File: config.mk
export PLATFORM = sky130hd
export DESIGN_NAME = fx2_stream_tx
export DESIGN_NICKNAME = d
export VERILOG_FILES = /design/src/rtl/fx2_stream_tx.sv
export SDC_FILE = /design/constraint.sdc
export NUM_CORES = 1
export LEC_CHECK = 0
export ABC_AREA = 1
export CAP_MARGIN = 20
export CORE_AREA = 5 5 101 103
export CTS_BUF_LIST = sky130_fd_sc_hd__clkbuf_8
export DETAILED_ROUTE_END_ITERATION = 12
export DIE_AREA = 0 0 106 108
export GPL_TIMING_DRIVEN = 0
export PLACE_DENSITY = 0.81
export REMOVE_ABC_BUFFERS = 1
export SLEW_MARGIN = 30
export SYNTH_ARGS = -nofsm -noshare
export SYNTH_HDL_FRONTEND = slang
export SYNTH_SLANG_ARGS = --single-unit
File: constraint.sdc
create_clock -name CLK -period 2.65 [get_ports CLK]
set_clock_uncertainty 0.15 [all_clocks]
set_input_delay 0.265 -clock CLK [delete_from_list [all_inputs] [get_ports CLK]]
set_output_delay 0.265 -clock CLK [all_outputs]
set_load 0.005 [all_outputs]
File: src/rtl/fx2_stream_tx.sv
// fx2_stream_tx: streams 32-bit FIFO words to an FX2 slave FIFO as 16-bit halves with idle-flush packet commit
module fx2_stream_tx #(
  parameter int PKT_WORDS     = 256,
  parameter int FLUSH_TIMEOUT = 1024
) (
  input  logic        CLK,
  input  logic        RST_N,
  input  logic        EN,
  input  logic        FIFO_EMPTY,
  input  logic [31:0] FIFO_DATA,
  output logic        FIFO_READ,
  input  logic [2:0]  USB_STREAM_FLAGS_N,
  input  logic        USB_STREAM_FX2RDY,
  output logic [15:0] USB_STREAM_DATA_O,
  output logic        USB_STREAM_SLWR_N,
  output logic        USB_STREAM_PKTEND_N,
  output logic [1:0]  USB_STREAM_FIFOADDR,
  output logic        USB_STREAM_SLOE_N,
  output logic        USB_STREAM_SLRD_N,
  output logic [31:0] WORD_CNT
);
  localparam int PW = $clog2(PKT_WORDS + 1);
  localparam int TW = $clog2(FLUSH_TIMEOUT + 1);
  typedef enum logic [1:0] {IDLE, WR_LO, WR_HI, PKTEND} state_t;
  state_t        state_q, state_d;
  logic [31:0]   hold_q, hold_d;
  logic [PW-1:0] pkt_cnt_q, pkt_cnt_d;
  logic [TW-1:0] timer_q, timer_d;
  logic [31:0]   word_cnt_q, word_cnt_d;
  logic          run_q;
  logic          rdy, wr, wr_hi, last, flush, start, chain, commit, tmo;
  logic          unused_flags;
  assign unused_flags        = ^{USB_STREAM_FLAGS_N[2], USB_STREAM_FLAGS_N[0]};
  assign USB_STREAM_FIFOADDR = 2'b10;
  assign USB_STREAM_SLOE_N   = 1'b1;
  assign USB_STREAM_SLRD_N   = 1'b1;
  assign WORD_CNT            = word_cnt_q;
  // Handshake decode, next-state and datapath updates; run_q keeps the first cycle after reset release quiet
  always_comb begin
    rdy    = USB_STREAM_FLAGS_N[1];
    wr     = (state_q == WR_LO || state_q == WR_HI) && rdy;
    wr_hi  = wr && state_q == WR_HI;
    last   = pkt_cnt_q == PW'(PKT_WORDS - 1);
    tmo    = timer_q == TW'(FLUSH_TIMEOUT - 1);
    flush  = state_q == IDLE && pkt_cnt_q != '0 && tmo;
    start  = run_q && state_q == IDLE && !flush && EN && !FIFO_EMPTY && USB_STREAM_FX2RDY && rdy;
    chain  = wr_hi && !last && EN && !FIFO_EMPTY;
    commit = state_q == PKTEND && rdy;
    FIFO_READ = start || chain;
    state_d = state_q;
    unique case (state_q)
      IDLE:    state_d = flush ? PKTEND : start ? WR_LO : IDLE;
      WR_LO:   state_d = wr ? WR_HI : WR_LO;
      WR_HI:   state_d = wr ? (chain ? WR_LO : IDLE) : WR_HI;
      PKTEND:  state_d = commit ? IDLE : PKTEND;
      default: state_d = IDLE;
    endcase
    hold_d     = FIFO_READ ? FIFO_DATA : hold_q;
    pkt_cnt_d  = (commit || (wr_hi && last)) ? '0 : wr ? pkt_cnt_q + PW'(1) : pkt_cnt_q;
    timer_d    = (wr || commit) ? '0 :
                 (state_q == IDLE && pkt_cnt_q != '0 && !tmo) ? timer_q + TW'(1) : timer_q;
    word_cnt_d = wr_hi ? word_cnt_q + 32'd1 : word_cnt_q;
    USB_STREAM_SLWR_N   = !wr;
    USB_STREAM_PKTEND_N = !commit;
    USB_STREAM_DATA_O   = state_q == WR_HI ? hold_q[31:16] : hold_q[15:0];
  end
  // State and datapath registers, cleared asynchronously
  always_ff @(posedge CLK or negedge RST_N) begin
    if (!RST_N) begin
      state_q    <= IDLE;
      hold_q     <= '0;
      pkt_cnt_q  <= '0;
      timer_q    <= '0;
      word_cnt_q <= '0;
      run_q      <= 1'b0;
    end else begin
      state_q    <= state_d;
      hold_q     <= hold_d;
      pkt_cnt_q  <= pkt_cnt_d;
      timer_q    <= timer_d;
      word_cnt_q <= word_cnt_d;
      run_q      <= 1'b1;
    end
  end
endmodule

After elaboration in Yosys (flattened, before gate mapping):

Index checks and enable logic that the tools add are counted.

* output and inout port bits: 55
* flip-flop bits (word level): 87
* input port bits: 40

* equal/unequal tests: 5
* multiplexer cells: 12
* $add $sub $neg: 3
* reduce and logical (&&, ||, !) cells: 30

Operator list (count)
* 32-bit by 1-bit adder with 32-bit output (second input constant): 1
* 11-bit 2-to-1 mux: 2
* 9-bit 2-to-1 mux: 2
* 1-bit logical AND: 16
* 16-bit 2-to-1 mux: 1
* 11-bit by 1-bit adder with 11-bit output (second input constant): 1
* 11-bit by 10-bit == test with 1-bit output (second input constant): 1
* 9-bit by 1-bit adder with 9-bit output (second input constant): 1
* 9-bit by 8-bit == test with 1-bit output (second input constant): 1
* 9-bit nonzero test: 1
* 2-bit 2-to-1 mux: 4
* 2-bit case mux with 4 select lines: 1
* 1-bit logical NOT: 6
* 2-bit == test (second input constant): 2
* 1-bit logical OR: 4
* 2-bit nonzero test: 2
* 2-bit by 1-bit == test with 1-bit output (second input constant): 1
* 2-bit logical NOT: 1
* 1-bit 2-to-1 mux: 2

Depth between registers and ports, before layout:

Gate-level depths: netlist of run 1.

* word-level depth: 12
* depth in mapped cells: 13

Worst setup path after synthesis of run 1:

Ideal clock, no wire load.

* kind: reg2out
* start: reg pkt_cnt_q[0]
* end: out FIFO_READ
* arrival time: 1526 ps
* stages on the path, launching flop included: 11
* buffers on the path: 1
* path slack: 709 ps
* cells stage by stage: dfrtp_1 ha_1 nand3_1 nor2_1 nand2_1 nor2_1 ha_1 nor2_1 nand2_2 nand2_4 buf_6

* word-level cells in the longest chain between the ends: 10
* elaborated cells between the ends (all ways): 15
* those cells by class: eq/ne (1); reduce/logical (14)

RTL lines
* start, declared: RTL line 27 `logic [PW-1:0] pkt_cnt_q, pkt_cnt_d;`
* start signal, assigned: RTL line 79 `pkt_cnt_q <= pkt_cnt_d;`
* 9-bit nonzero test: RTL line 45 `flush = state_q == IDLE && pkt_cnt_q != '0 && tmo;`
* 1-bit logical AND (2 in series): RTL line 45
* 1-bit logical NOT: RTL line 46 `start = run_q && state_q == IDLE && !flush && EN && !FIFO_EMPTY && USB_STREAM_FX2RDY && rdy;`
* 1-bit logical AND (5 in series): RTL line 46
* 1-bit logical OR *: RTL line 49 `FIFO_READ = start || chain;`
* end, declared: RTL line 11 `output logic FIFO_READ,`

Mark *: on every way between the ends. The rest lies on a longest branch, timed or not.

Worst setup path after layout of run 1:

* start: reg state_q[1]
* end: out USB_STREAM_DATA_O[8]

* word-level cells in the longest chain between the ends: 2

RTL lines
* start, declared: RTL line 25 `state_t state_q, state_d;`
* start signal, assigned: RTL line 77 `state_q <= state_d;`
* 2-bit == test: RTL line 65 `USB_STREAM_DATA_O = state_q == WR_HI ? hold_q[31:16] : hold_q[15:0];`
* 16-bit 2-to-1 mux: RTL line 65
* end, declared: RTL line 14 `output logic [15:0] USB_STREAM_DATA_O,`

Every way passes these cells.

==> load_flow_metrics.sql, run 1 <==
INSERT INTO impl_metrics (metric_group, metric, value, unit) VALUES
('floorplanning', 'floorplan.die.width', '106', 'um'),
('timing', 'setup_total_negative_slack', '0', 'ns'),
('floorplanning', 'die_area', '0.01145', 'mm2'),
('global_route', 'grt.total_usage', '0.2127', ''),
('cts', 'clock_tree.root_cell', 'sky130_fd_sc_hd__clkbuf_8', ''),
('worst_hold_path', 'hp-class', 'in2async', ''),
('synthesis', 'synth.mux.area_fraction', '0.002348', ''),
('global_route', 'via_count_of_the_first_global_routing_pass', '4322', ''),
('synthesis', 'netlist_area', '0.004796', 'mm2'),
('floorplanning', 'number_of_standard_cell_rows_in_the_floorplan', '35', ''),
('power', 'vdd_drop_max', '297.4', 'uV'),
('global_route', 'number_of_antenna_violations_at_the_first_check_in_global_routing', '0', ''),
('setup_path', 'critical_path_peak_fanout', '18', ''),
('floorplanning', 'floorplan.initialDensity', '0.5265', ''),
('placed_design', 'io_buffer_count', '88', ''),
('placed_design', 'dpl_cell_area', '0.005731', 'mm2'),
('power', 'power.share.clock', '0.273', ''),
('placed_design', 'post-place-cells', '812', ''),
('cts', 'cts_made_buffers', '9', ''),
('timing', 'final.min_clock_period', '2.470', 'ns'),
('final_layout', 'finish.instance_area', '0.006146', 'mm2'),
('setup_path', 'worst-endpoint-arrival', '2.05', 'ns'),
('setup_path', 'setup.worst_path.start_class', 'register', ''),
('synthesis', 'adder_cell_share_of_the_synthesized_area', '0.02609', ''),
('floorplanning', 'die_h', '108', 'um'),
('global_route', 'global_route_wire_length_before_repair', '19.84', 'mm'),
('power', 'power', '3.308', 'mW'),
('timing', 'max_freq', '0.4049', 'GHz'),
('detailed_routing', 'avgRoutedWirePerCell', '13.82', 'um'),
('synthesis', 'synth_cell_types', '35', ''),
('synthesis', 'post_synth.cell_area_avg', '7.649', 'um2'),
('timing', 'final_critical_path_setup_slack', '0.1802', 'ns'),
('final_layout', 'design.final.nets', '779', ''),
('floorplanning', 'placeable_core_area', '0.009109', 'mm2'),
('synthesis', 'synthesis.yosys.warnings', '0', ''),
('synthesis', 'postSynthRegisterBits', '87', ''),
('power', 'pwr-share-comb', '0.220', ''),
('timing', 'min_period_over_period', '0.9320', ''),
('synthesis', 'yosys.area_share.xor_xnor', '0.04748', ''),
('placed_design', 'finalWeightedCongestion', '0.8877', ''),
('detailed_routing', 'antenna_violating_nets_post_route', '0', ''),
('global_route', 'grt_max_degree', '56', ''),
('cts', 'clk_latency', '0.35', 'ns'),
('final_layout', 'area_delta_synth_final', '28.15', '%'),
('timing', 'final-setup-viol-count', '0', ''),
('detailed_routing', 'drt_first_pass_iters', '4', ''),
('global_route', 'grt_overflow', '0', ''),
('detailed_routing', 'post_drt_via_cell_ratio', '5.192', ''),
('cts', 'clock-sinks', '87', ''),
('run_status', 'outcome', 'finished clean', ''),
('setup_path', 'cp.required', '2.24', 'ns'),
('synthesis', 'synth-compound-area-share', '0.02635', ''),
('power', 'power_per_cell_area', '538.3', 'mW/mm2'),
('power', 'power.sequential.fraction', '0.507', ''),
('synthesis', 'post_synth_inst_count', '627', ''),
('synthesis', 'synthDominantCellAreaShare', '0.4540', ''),
('timing', 'hold_violations', '0', ''),
('cts', 'clock_tree_from_tritoncts', 'built', ''),
('final_layout', 'utilization', '0.6747', ''),
('setup_path', 'timing.setup.critical_path_class', 'reg2out', ''),
('synthesis', 'synth_seq_area_share', '0.4540', ''),
('synthesis', 'dominantRegCellSynth', 'sky130_fd_sc_hd__dfrtp_1', ''),
('detailed_routing', 'route.vias.total', '4387', ''),
('power', 'p_sw_frac', '0.2988', ''),
('detailed_routing', 'routed_wl', '11.68', 'mm'),
('timing', 'slew_violations', '0', ''),
('detailed_routing', 'detailedRoute.firstIterationViolations', '190', ''),
('setup_path', 'reg2reg_depth', '9', ''),
('floorplanning', 'top_level_ports', '95', ''),
('synthesis', 'synth-edff-count', '0', ''),
('final_layout', 'antenna_cells', '0', '');
==> power by group through the flow <==
stage | clock, mW | sequential [mW] | combinational, mW
final | 0.902 | 1.68 | 0.729
after global routing | 0.971 | 1.70 | 0.830
after CTS | 0.921 | 1.68 | 0.730
after detailed placement | 0 | 1.71 | 0.674
after global placement | 0 | 1.70 | 0.641
after floorplan | 0 | 1.67 | 0.403
==> repair_timing <==
action | CTS | global route
gates resized for setup | 14 | 4
pin swaps | 9 | 6
hold endpoints to repair | 54 | 0
endpoints found under the setup margin | 50 | 1
buffers inserted | 11 | 2
cloned | 3 | 0
hold buffers | 1 | 0
==> routing by layer <==
layer  share of wire  GRT usage  vias to the layer above  wire length [um]
met1            0.42     0.2571                     2079              4862
met5               0          0                        -                 0
li1                -          -                     2163                 -
met2            0.51     0.3807                      123              5909
met3           0.057    0.03701                       22               669
met4           0.020    0.08141                        0               238
==> placed cells by master (no fill, tap or decap), types with 9 or more instances in the layout <==
master	n
sky130_fd_sc_hd__nand2_1	266
sky130_fd_sc_hd__a21oi_1	11
sky130_fd_sc_hd__dfrtp_1	87
sky130_fd_sc_hd__clkdlybuf4s50_1	86
sky130_fd_sc_hd__nor2_4	10
sky130_fd_sc_hd__clkbuf_8	9
sky130_fd_sc_hd__xor2_1	18
sky130_fd_sc_hd__nand3_1	53
sky130_fd_sc_hd__inv_1	38
sky130_fd_sc_hd__nor2_1	59
sky130_fd_sc_hd__buf_4	13
==> registers in the layout (all words and copies together), names as in the netlist <==
name	count
WORD_CNT	32
hold_q	32
pkt_cnt_q	9
run_q	1
state_q	2
timer_q	11
==> final timing paths <==
kind,start,end
max,state_q[1],USB_STREAM_DATA_O[8]
min in group CLK,FIFO_DATA[0],hold_q[0]
min reg2reg,hold_q[10],hold_q[10]
max reg2reg,state_q[0],timer_q[6]
min,RST_N,WORD_CNT[16]
max in group asynchronous,RST_N,hold_q[10]
==> cell families (layout without fill, tap and decap cells) <==
group / Yosys count / in the layout
buffers and inverters: 56 / 157
multiplexers: 1 / 1
other: 2 / 5
adder cells (fa/ha/maj): 10 / 10
flip-flops: 87 / 87
AO/OA/AOI/OAI: 23 / 23
XOR/XNOR: 26 / 26
AND/OR/NAND/NOR: 422 / 425
==> synthesized netlist by cell type, types with 2 or more instances <==
master,count
sky130_fd_sc_hd__nor3_1,3
sky130_fd_sc_hd__nand3_1,53
sky130_fd_sc_hd__nor2_1,63
sky130_fd_sc_hd__conb_1,2
sky130_fd_sc_hd__nand2_1,266
sky130_fd_sc_hd__nand2_4,3
sky130_fd_sc_hd__inv_1,36
sky130_fd_sc_hd__buf_4,9
sky130_fd_sc_hd__buf_6,3
sky130_fd_sc_hd__ha_1,10
sky130_fd_sc_hd__xnor2_1,8
sky130_fd_sc_hd__nor2_2,3
sky130_fd_sc_hd__clkbuf_1,4
sky130_fd_sc_hd__nand4_1,7
sky130_fd_sc_hd__a21oi_1,11
sky130_fd_sc_hd__dfrtp_1,87
sky130_fd_sc_hd__nand2_2,6
sky130_fd_sc_hd__nand3b_1,7
sky130_fd_sc_hd__nor2_4,7
sky130_fd_sc_hd__o21ai_0,7
sky130_fd_sc_hd__xor2_1,18
==> layout make-up <==
| type | count | area, um2 |
|---|---|---|
| Clock inverter | 7 | 66.31 |
| Tap cell | 111 | 138.9 |
| Sequential cell | 87 | 2177 |
| Multi-Input combinational cell | 490 | 2476 |
| Clock buffer | 9 | 123.9 |
| Fill cell | 753 | 2963 |
| Timing Repair Buffer | 103 | 1020 |
| Inverter | 38 | 143.9 |
==> worst max-delay path, cell delays in order, from the launching register on <==
cell and delay (ns):
sky130_fd_sc_hd__dfrtp_1 0.39, sky130_fd_sc_hd__buf_4 0.15, sky130_fd_sc_hd__ha_4 0.16, sky130_fd_sc_hd__inv_2 0.28
sky130_fd_sc_hd__nand2_1 0.12, sky130_fd_sc_hd__nand2_1 0.10, sky130_fd_sc_hd__clkdlybuf4s50_1 0.51
Note: power is estimated with default switching activity, not from simulation.
==> run 2, diff against run 1 <==
- CORE_AREA: 5 5 101 103 -> 5 5 97 99
- DIE_AREA: 0 0 106 108 -> 0 0 102 104
- HOLD_SLACK_MARGIN: not set -> 0.05
- PLACE_DENSITY: 0.81 -> 0.87
- SKIP_CTS_REPAIR_TIMING: not set -> 1
- clock period: 2.65 -> 3.1 ns (I/O delays scaled with it)
==> load_flow_metrics.sql, run 2 (synthesis results as in run 1) <==
INSERT INTO impl_metrics (metric_group, metric, value, unit) VALUES
('run_status', 'outcome', 'finished clean', ''),
('cts', 'clock_path_buffers', '2', ''),
('setup_path', 'cp.required', '2.64', 'ns'),
('cts', 'clock_tree.root_cell', 'sky130_fd_sc_hd__clkbuf_8', ''),
('placed_design', 'dpl_cell_area', '0.005727', 'mm2'),
('cts', 'clk_transition_reported_paths', '0.09', 'ns'),
('timing', 'setup_total_negative_slack', '0', 'ns'),
('setup_path', 'worst-endpoint-arrival', '2.52', 'ns'),
('final_layout', 'most_frequent_standard_cell_in_the_layout_excluding_fill_and_tap_cells', 'sky130_fd_sc_hd__nand2_1', ''),
('final_layout', 'layout.cells.most_common_list', 'sky130_fd_sc_hd__nand2_1, sky130_fd_sc_hd__dfrtp_1, sky130_fd_sc_hd__clkdlybuf4s50_1, sky130_fd_sc_hd__nor2_1, sky130_fd_sc_hd__nand3_1', ''),
('floorplanning', 'die_h', '104', 'um'),
('timing', 'min_period_over_period', '0.9608', ''),
('power', 'cell_internal_pwr', '2.076', 'mW'),
('detailed_routing', 'avgRoutedWirePerCell', '13.92', 'um'),
('global_route', 'global_route_wire_length_before_repair', '18.75', 'mm'),
('run', 'drv_cap', '0', ''),
('timing', 'slew_violations', '0', ''),
('detailed_routing', 'drt_first_pass_iters', '5', ''),
('floorplanning', 'number_of_standard_cell_rows_in_the_floorplan', '34', ''),
('power', 'power.sequential.fraction', '0.494', ''),
('setup_path', 'critical_path_peak_fanout', '18', ''),
('final_layout', 'design.final.nets', '770', ''),
('power', 'p_sw_frac', '0.2889', ''),
('final_layout', 'finish.instance_area', '0.006073', 'mm2'),
('power', 'leakage', '2.953', 'nW'),
('placed_design', 'hpwl', '7.995', 'mm'),
('global_route', 'via_count_of_the_first_global_routing_pass', '4241', ''),
('power', 'vdd_drop_max', '253.1', 'uV'),
('global_route', 'grt_overflow', '0', ''),
('timing', 'hold_violations', '0', ''),
('detailed_routing', 'antenna_violating_nets_post_route', '0', ''),
('placed_design', 'finalWeightedCongestion', '0.8728', ''),
('floorplanning', 'top_level_ports', '95', ''),
('setup_path', 'reg2reg_depth', '9', ''),
('global_route', 'number_of_antenna_violations_at_the_first_check_in_global_routing', '0', ''),
('cts', 'clock_tree_from_tritoncts', 'built', ''),
('final_layout', 'utilization', '0.7174', ''),
('worst_hold_path', 'hp-class', 'in2async', ''),
('placed_design', 'io_buffer_count', '88', ''),
('floorplanning', 'die_area', '0.01061', 'mm2'),
('setup_path', 'critPathCaptureType', 'primary output', ''),
('detailed_routing', 'detailedRoute.firstIterationViolations', '187', ''),
('floorplanning', 'floorplan.die.width', '102', 'um'),
('final_layout', 'antenna_cells', '0', ''),
('final_layout', 'area_delta_synth_final', '26.64', '%'),
('cts', 'number_of_h_tree_branching_levels', '3', ''),
('power', 'power.share.clock', '0.300', ''),
('detailed_routing', 'routed_wl', '11.58', 'mm'),
('global_route', 'grt.total_usage', '0.2154', ''),
('cts', 'clk_latency', '0.35', 'ns'),
('final_layout', 'fillers', '635', ''),
('floorplanning', 'floorplan.initialDensity', '0.5665', ''),
('setup_path', 'timing.setup.critical_path_class', 'reg2out', ''),
('final_layout', 'multi_input_comb_area', '0.002440', 'mm2'),
('power', 'power_per_cell_area', '480.8', 'mW/mm2'),
('final_layout', 'share_of_post_route_cells_with_drive_strength_above_1', '0.07597', ''),
('global_route', 'grt_max_degree', '57', ''),
('power', 'pwr-share-comb', '0.206', ''),
('detailed_routing', 'post_drt_via_cell_ratio', '5.266', ''),
('power', 'power_switching', '0.8437', 'mW'),
('setup_path', 'setup.worst_path.start_class', 'register', ''),
('timing', 'final.min_clock_period', '2.978', 'ns'),
('floorplanning', 'placeable_core_area', '0.008466', 'mm2'),
('detailed_routing', 'route.vias.total', '4381', ''),
('cts', 'cts_made_buffers', '9', ''),
('final_layout', 'ff_latch_area', '0.002177', 'mm2'),
('cts', 'clock-sinks', '87', ''),
('detailed_routing', 'detail_route.drc_violations', '0', ''),
('timing', 'max_freq', '0.3357', 'GHz'),
('timing', 'final-setup-viol-count', '0', '');
run 2: cell type report:
class | count | share of cell area
repair buffers | 95 | 0.1576
flip-flops and latches | 87 | 0.3585
inverters | 38 | 0.02369
multi-input cells | 489 | 0.4017
clock buffers | 10 | 0.02266
well taps | 108 | 0.02225
clock inverters | 5 | 0.01360
run 2: worst paths after layout:
path                          startpoint           end  slack, ns
min in group CLK           FIFO_DATA[28]    hold_q[28]       0.34
hold reg to reg                hold_q[3]     hold_q[3]       0.36
max in group asynchronous          RST_N    timer_q[5]       1.95
setup / recovery              state_q[0]     FIFO_READ       0.12
setup reg to reg              state_q[1]    timer_q[2]       0.75
hold / removal                     RST_N  WORD_CNT[16]       0.25
run 2: worst max-delay path, cell delays in order (launching register included):
cell and delay [ns]:
sky130_fd_sc_hd__dfrtp_1 0.41, sky130_fd_sc_hd__inv_1 0.15, sky130_fd_sc_hd__ha_4 0.31, sky130_fd_sc_hd__inv_2 0.22, sky130_fd_sc_hd__nor2_4 0.23, sky130_fd_sc_hd__nand2_8 0.16
sky130_fd_sc_hd__nand2_8 0.16, sky130_fd_sc_hd__clkdlybuf4s50_1 0.53
run 2: through the flow:
step	setup slack [ns]	instances	power [mW]	hold slack, ns
floorplan	0.5887	612	1.772	-0.1356
global placement	-1.471	808	1.995	0.3395
detailed placement	-0.7256	809	2.041	0.06578
CTS	-1.102	824	2.911	-0.3146
global route	-0.01525	832	3.075	0.2885
finish	0.1215	832	2.920	0.2522
run 2: layer usage:
metal	global-route usage	vias up	wire length, um
met5	0	-	0
li1	-	2142	-
met3	0.03622	25	728
met4	0.08716	0	288
met2	0.3682	160	5930
met1	0.2661	2054	4631
run 2: power by group through the flow:
stage	clock, mW	sequential [mW]	combinational [mW]
6_report	0.877	1.44	0.600
5_1_grt	0.935	1.46	0.675
4_1_cts	0.886	1.44	0.586
3_5_place_dp	0	1.46	0.578
3_3_place_gp	0	1.45	0.546
2_1_floorplan	0	1.43	0.344
==> run 3, diff against run 2 <==
- CORE_AREA: 5 5 97 99 -> 5 5 93 95
- DIE_AREA: 0 0 102 104 -> 0 0 98 100
- DONT_BUFFER_PORTS: not set -> 1
- PLACE_DENSITY: 0.87 -> 0.79
==> load_flow_metrics.sql, run 3 (synthesis results as in run 1) <==
INSERT INTO impl_metrics (metric_group, metric, value, unit) VALUES
('floorplanning', 'top_level_ports', '95', ''),
('floorplanning', 'floorplan.die.width', '98', 'um'),
('timing', 'rsz0062_at_grt', 'false', ''),
('cts', 'clk_latency', '0.36', 'ns'),
('run', 'drv_cap', '0', ''),
('floorplanning', 'die_area', '0.009800', 'mm2'),
('timing', 'final-setup-viol-count', '0', ''),
('global_route', 'number_of_antenna_violations_at_the_first_check_in_global_routing', '0', ''),
('global_route', 'grt_overflow', '0', ''),
('final_layout', 'antenna_cells', '0', ''),
('detailed_routing', 'post_drt_via_cell_ratio', '5.302', ''),
('power', 'power.sequential.fraction', '0.552', ''),
('floorplanning', 'placeable_core_area', '0.007647', 'mm2'),
('placed_design', 'post-place-cells', '714', ''),
('power', 'vdd_drop_max', '357.5', 'uV'),
('setup_path', 'timing.setup.critical_path_class', 'reg2out', ''),
('global_route', 'via_count_of_the_first_global_routing_pass', '3803', ''),
('timing', 'min_period_over_period', '0.9325', ''),
('power', 'cell_internal_pwr', '1.792', 'mW'),
('detailed_routing', 'route.vias.total', '4051', ''),
('worst_hold_path', 'hold_depth', '2', ''),
('timing', 'setup_total_negative_slack', '0', 'ns'),
('timing', 'final.min_clock_period', '2.891', 'ns'),
('global_route', 'grt_max_degree', '88', ''),
('cts', 'cts_made_buffers', '9', ''),
('global_route', 'grt.total_usage', '0.2181', ''),
('floorplanning', 'floorplan.initialDensity', '0.6271', ''),
('detailed_routing', 'avgRoutedWirePerCell', '14.23', 'um'),
('worst_hold_path', 'worstHoldStart', 'USB_STREAM_FLAGS_N[1]', ''),
('cts', 'clock_path_buffers', '2', ''),
('power', 'power_switching', '0.8210', 'mW'),
('timing', 'max_freq', '0.3459', 'GHz'),
('setup_path', 'reg2reg_slack', '0.62', 'ns'),
('final_layout', 'share_of_post_route_cells_with_drive_strength_above_1', '0.06344', ''),
('setup_path', 'r2r_path_start', 'state_q[0]', ''),
('setup_path', 'setup.worst_path.start_class', 'register', ''),
('timing', 'hold_violations', '0', ''),
('setup_path', 'timing.rr.end', 'hold_q[7]', ''),
('detailed_routing', 'detailedRoute.firstIterationViolations', '229', ''),
('setup_path', 'critical_path_peak_fanout', '34', ''),
('power', 'power_per_cell_area', '487.6', 'mW/mm2'),
('detailed_routing', 'routed_wl', '10.87', 'mm'),
('cts', 'clock-sinks', '87', ''),
('power', 'leakage', '2.696', 'nW'),
('worst_hold_path', 'worst_hold_path.endpoint', 'WORD_CNT[0]', ''),
('placed_design', 'io_buffer_count', '0', ''),
('final_layout', 'design.final.nets', '707', ''),
('cts', 'number_of_h_tree_branching_levels', '3', ''),
('final_layout', 'layout.cells.most_common_list', 'sky130_fd_sc_hd__nand2_1, sky130_fd_sc_hd__dfrtp_1, sky130_fd_sc_hd__nor2_1, sky130_fd_sc_hd__nand3_1, sky130_fd_sc_hd__inv_1', ''),
('setup_path', 'critPathCaptureType', 'primary output', ''),
('global_route', 'global_route_wire_length_before_repair', '17.54', 'mm'),
('power', 'pwr-share-comb', '0.181', ''),
('cts', 'clk_transition_reported_paths', '0.09', 'ns'),
('power', 'p_sw_frac', '0.3141', ''),
('detailed_routing', 'drt_first_pass_iters', '7', ''),
('timing', 'slew_violations', '0', ''),
('setup_path', 'worst-endpoint-arrival', '2.43', 'ns'),
('setup_path', 'cp.required', '2.64', 'ns'),
('detailed_routing', 'antenna_violating_nets_post_route', '0', ''),
('cts', 'clock_tree_from_tritoncts', 'built', ''),
('final_layout', 'most_frequent_standard_cell_in_the_layout_excluding_fill_and_tap_cells', 'sky130_fd_sc_hd__nand2_1', ''),
('cts', 'clock_tree.root_cell', 'sky130_fd_sc_hd__clkbuf_8', ''),
('power', 'power.share.clock', '0.267', ''),
('run_status', 'outcome', 'finished clean', ''),
('floorplanning', 'die_h', '100', 'um'),
('final_layout', 'final_cells', '764', ''),
('floorplanning', 'number_of_standard_cell_rows_in_the_floorplan', '32', ''),
('detailed_routing', 'detail_route.drc_violations', '0', ''),
('worst_hold_path', 'hp-class', 'in2reg', ''),
('placed_design', 'hpwl', '7.077', 'mm'),
('setup_path', 'reg2reg_depth', '8', ''),
('placed_design', 'finalWeightedCongestion', '0.8542', ''),
('final_layout', 'area_delta_synth_final', '11.77', '%');
[run 3: changes by cell type in the layout (fill, tap and decap cells not counted), sizes merged]
cell           previous run  this run
buf                       7         1
clkbuf                   10         9
inv                      37        41
dlygate4sd3               1        33
clkinvlp                  0         3
clkinv                    4         1
bufinv                    2         0
nand2                   277       275
clkdlybuf4s50            87         0
[run 3: power groups by stage]
stage / logic (mW) / clock network (mW) / registers (mW)
finish: 0.473 / 0.698 / 1.44
global route: 0.550 / 0.773 / 1.47
CTS: 0.409 / 0.719 / 1.44
detailed placement: 0.405 / 0 / 1.46
global placement: 0.386 / 0 / 1.45
floorplan: 0.344 / 0 / 1.43
[run 3: how the worst max path moves through the flow]
stage / slack (ns) / startpoint / end
after floorplan: 0.59 / state_q[0] / FIFO_READ
after global placement: -0.23 / state_q[0] / FIFO_READ
after detailed placement: -0.28 / state_q[0] / FIFO_READ
after CTS: -0.70 / state_q[0] / FIFO_READ
after global routing: 0.05 / state_q[0] / FIFO_READ
final: 0.21 / state_q[0] / FIFO_READ
[run 3: layout make-up]
type                            count  area (um2)
Sequential cell                    87        2177
Inverter                           38       143.9
Clock buffer                        9       123.9
Fill cell                         594        2287
Timing Repair Buffer               34       357.8
Multi-Input combinational cell    487        2387
Clock inverter                      7       42.54
Tap cell                          102       127.6
[run 3: per-stage QoR]
| step | setup slack (ns) | hold WS [ns] | total power [mW] | cell area [um2] | util |
|---|---|---|---|---|---|
| floorplan | 0.5887 | -0.1356 | 1.772 | 4682 | - |
| global placement | -0.2310 | -0.1331 | 1.836 | 4810 | 0.6289 |
| detailed placement | -0.2844 | -0.1330 | 1.863 | 4810 | 0.6289 |
| CTS | -0.6991 | -0.5245 | 2.567 | 4976 | 0.6507 |
| global route | 0.05174 | 0.05446 | 2.793 | 5360 | 0.7009 |
| finish | 0.2094 | 0.05939 | 2.613 | 5360 | 0.7009 |
[run 3: critical path: stages (launching register included)]
cell and delay, ns:
sky130_fd_sc_hd__dfrtp_1 0.41, sky130_fd_sc_hd__inv_1 0.17, sky130_fd_sc_hd__ha_4 0.33, sky130_fd_sc_hd__inv_2 0.23, sky130_fd_sc_hd__nor2_4 0.32, sky130_fd_sc_hd__nand2_4 0.29
sky130_fd_sc_hd__nand2_8 0.29
[run 3: per-layer routing]
metal	up-vias	routed length, um	part of all wire	track usage
met1	1913	4351	0.40	0.2530
met5	-	0	0	0
li1	2016	-	-	-
met3	10	760	0.070	0.07158
met2	112	5646	0.52	0.3859
met4	0	113	0.010	0.06390
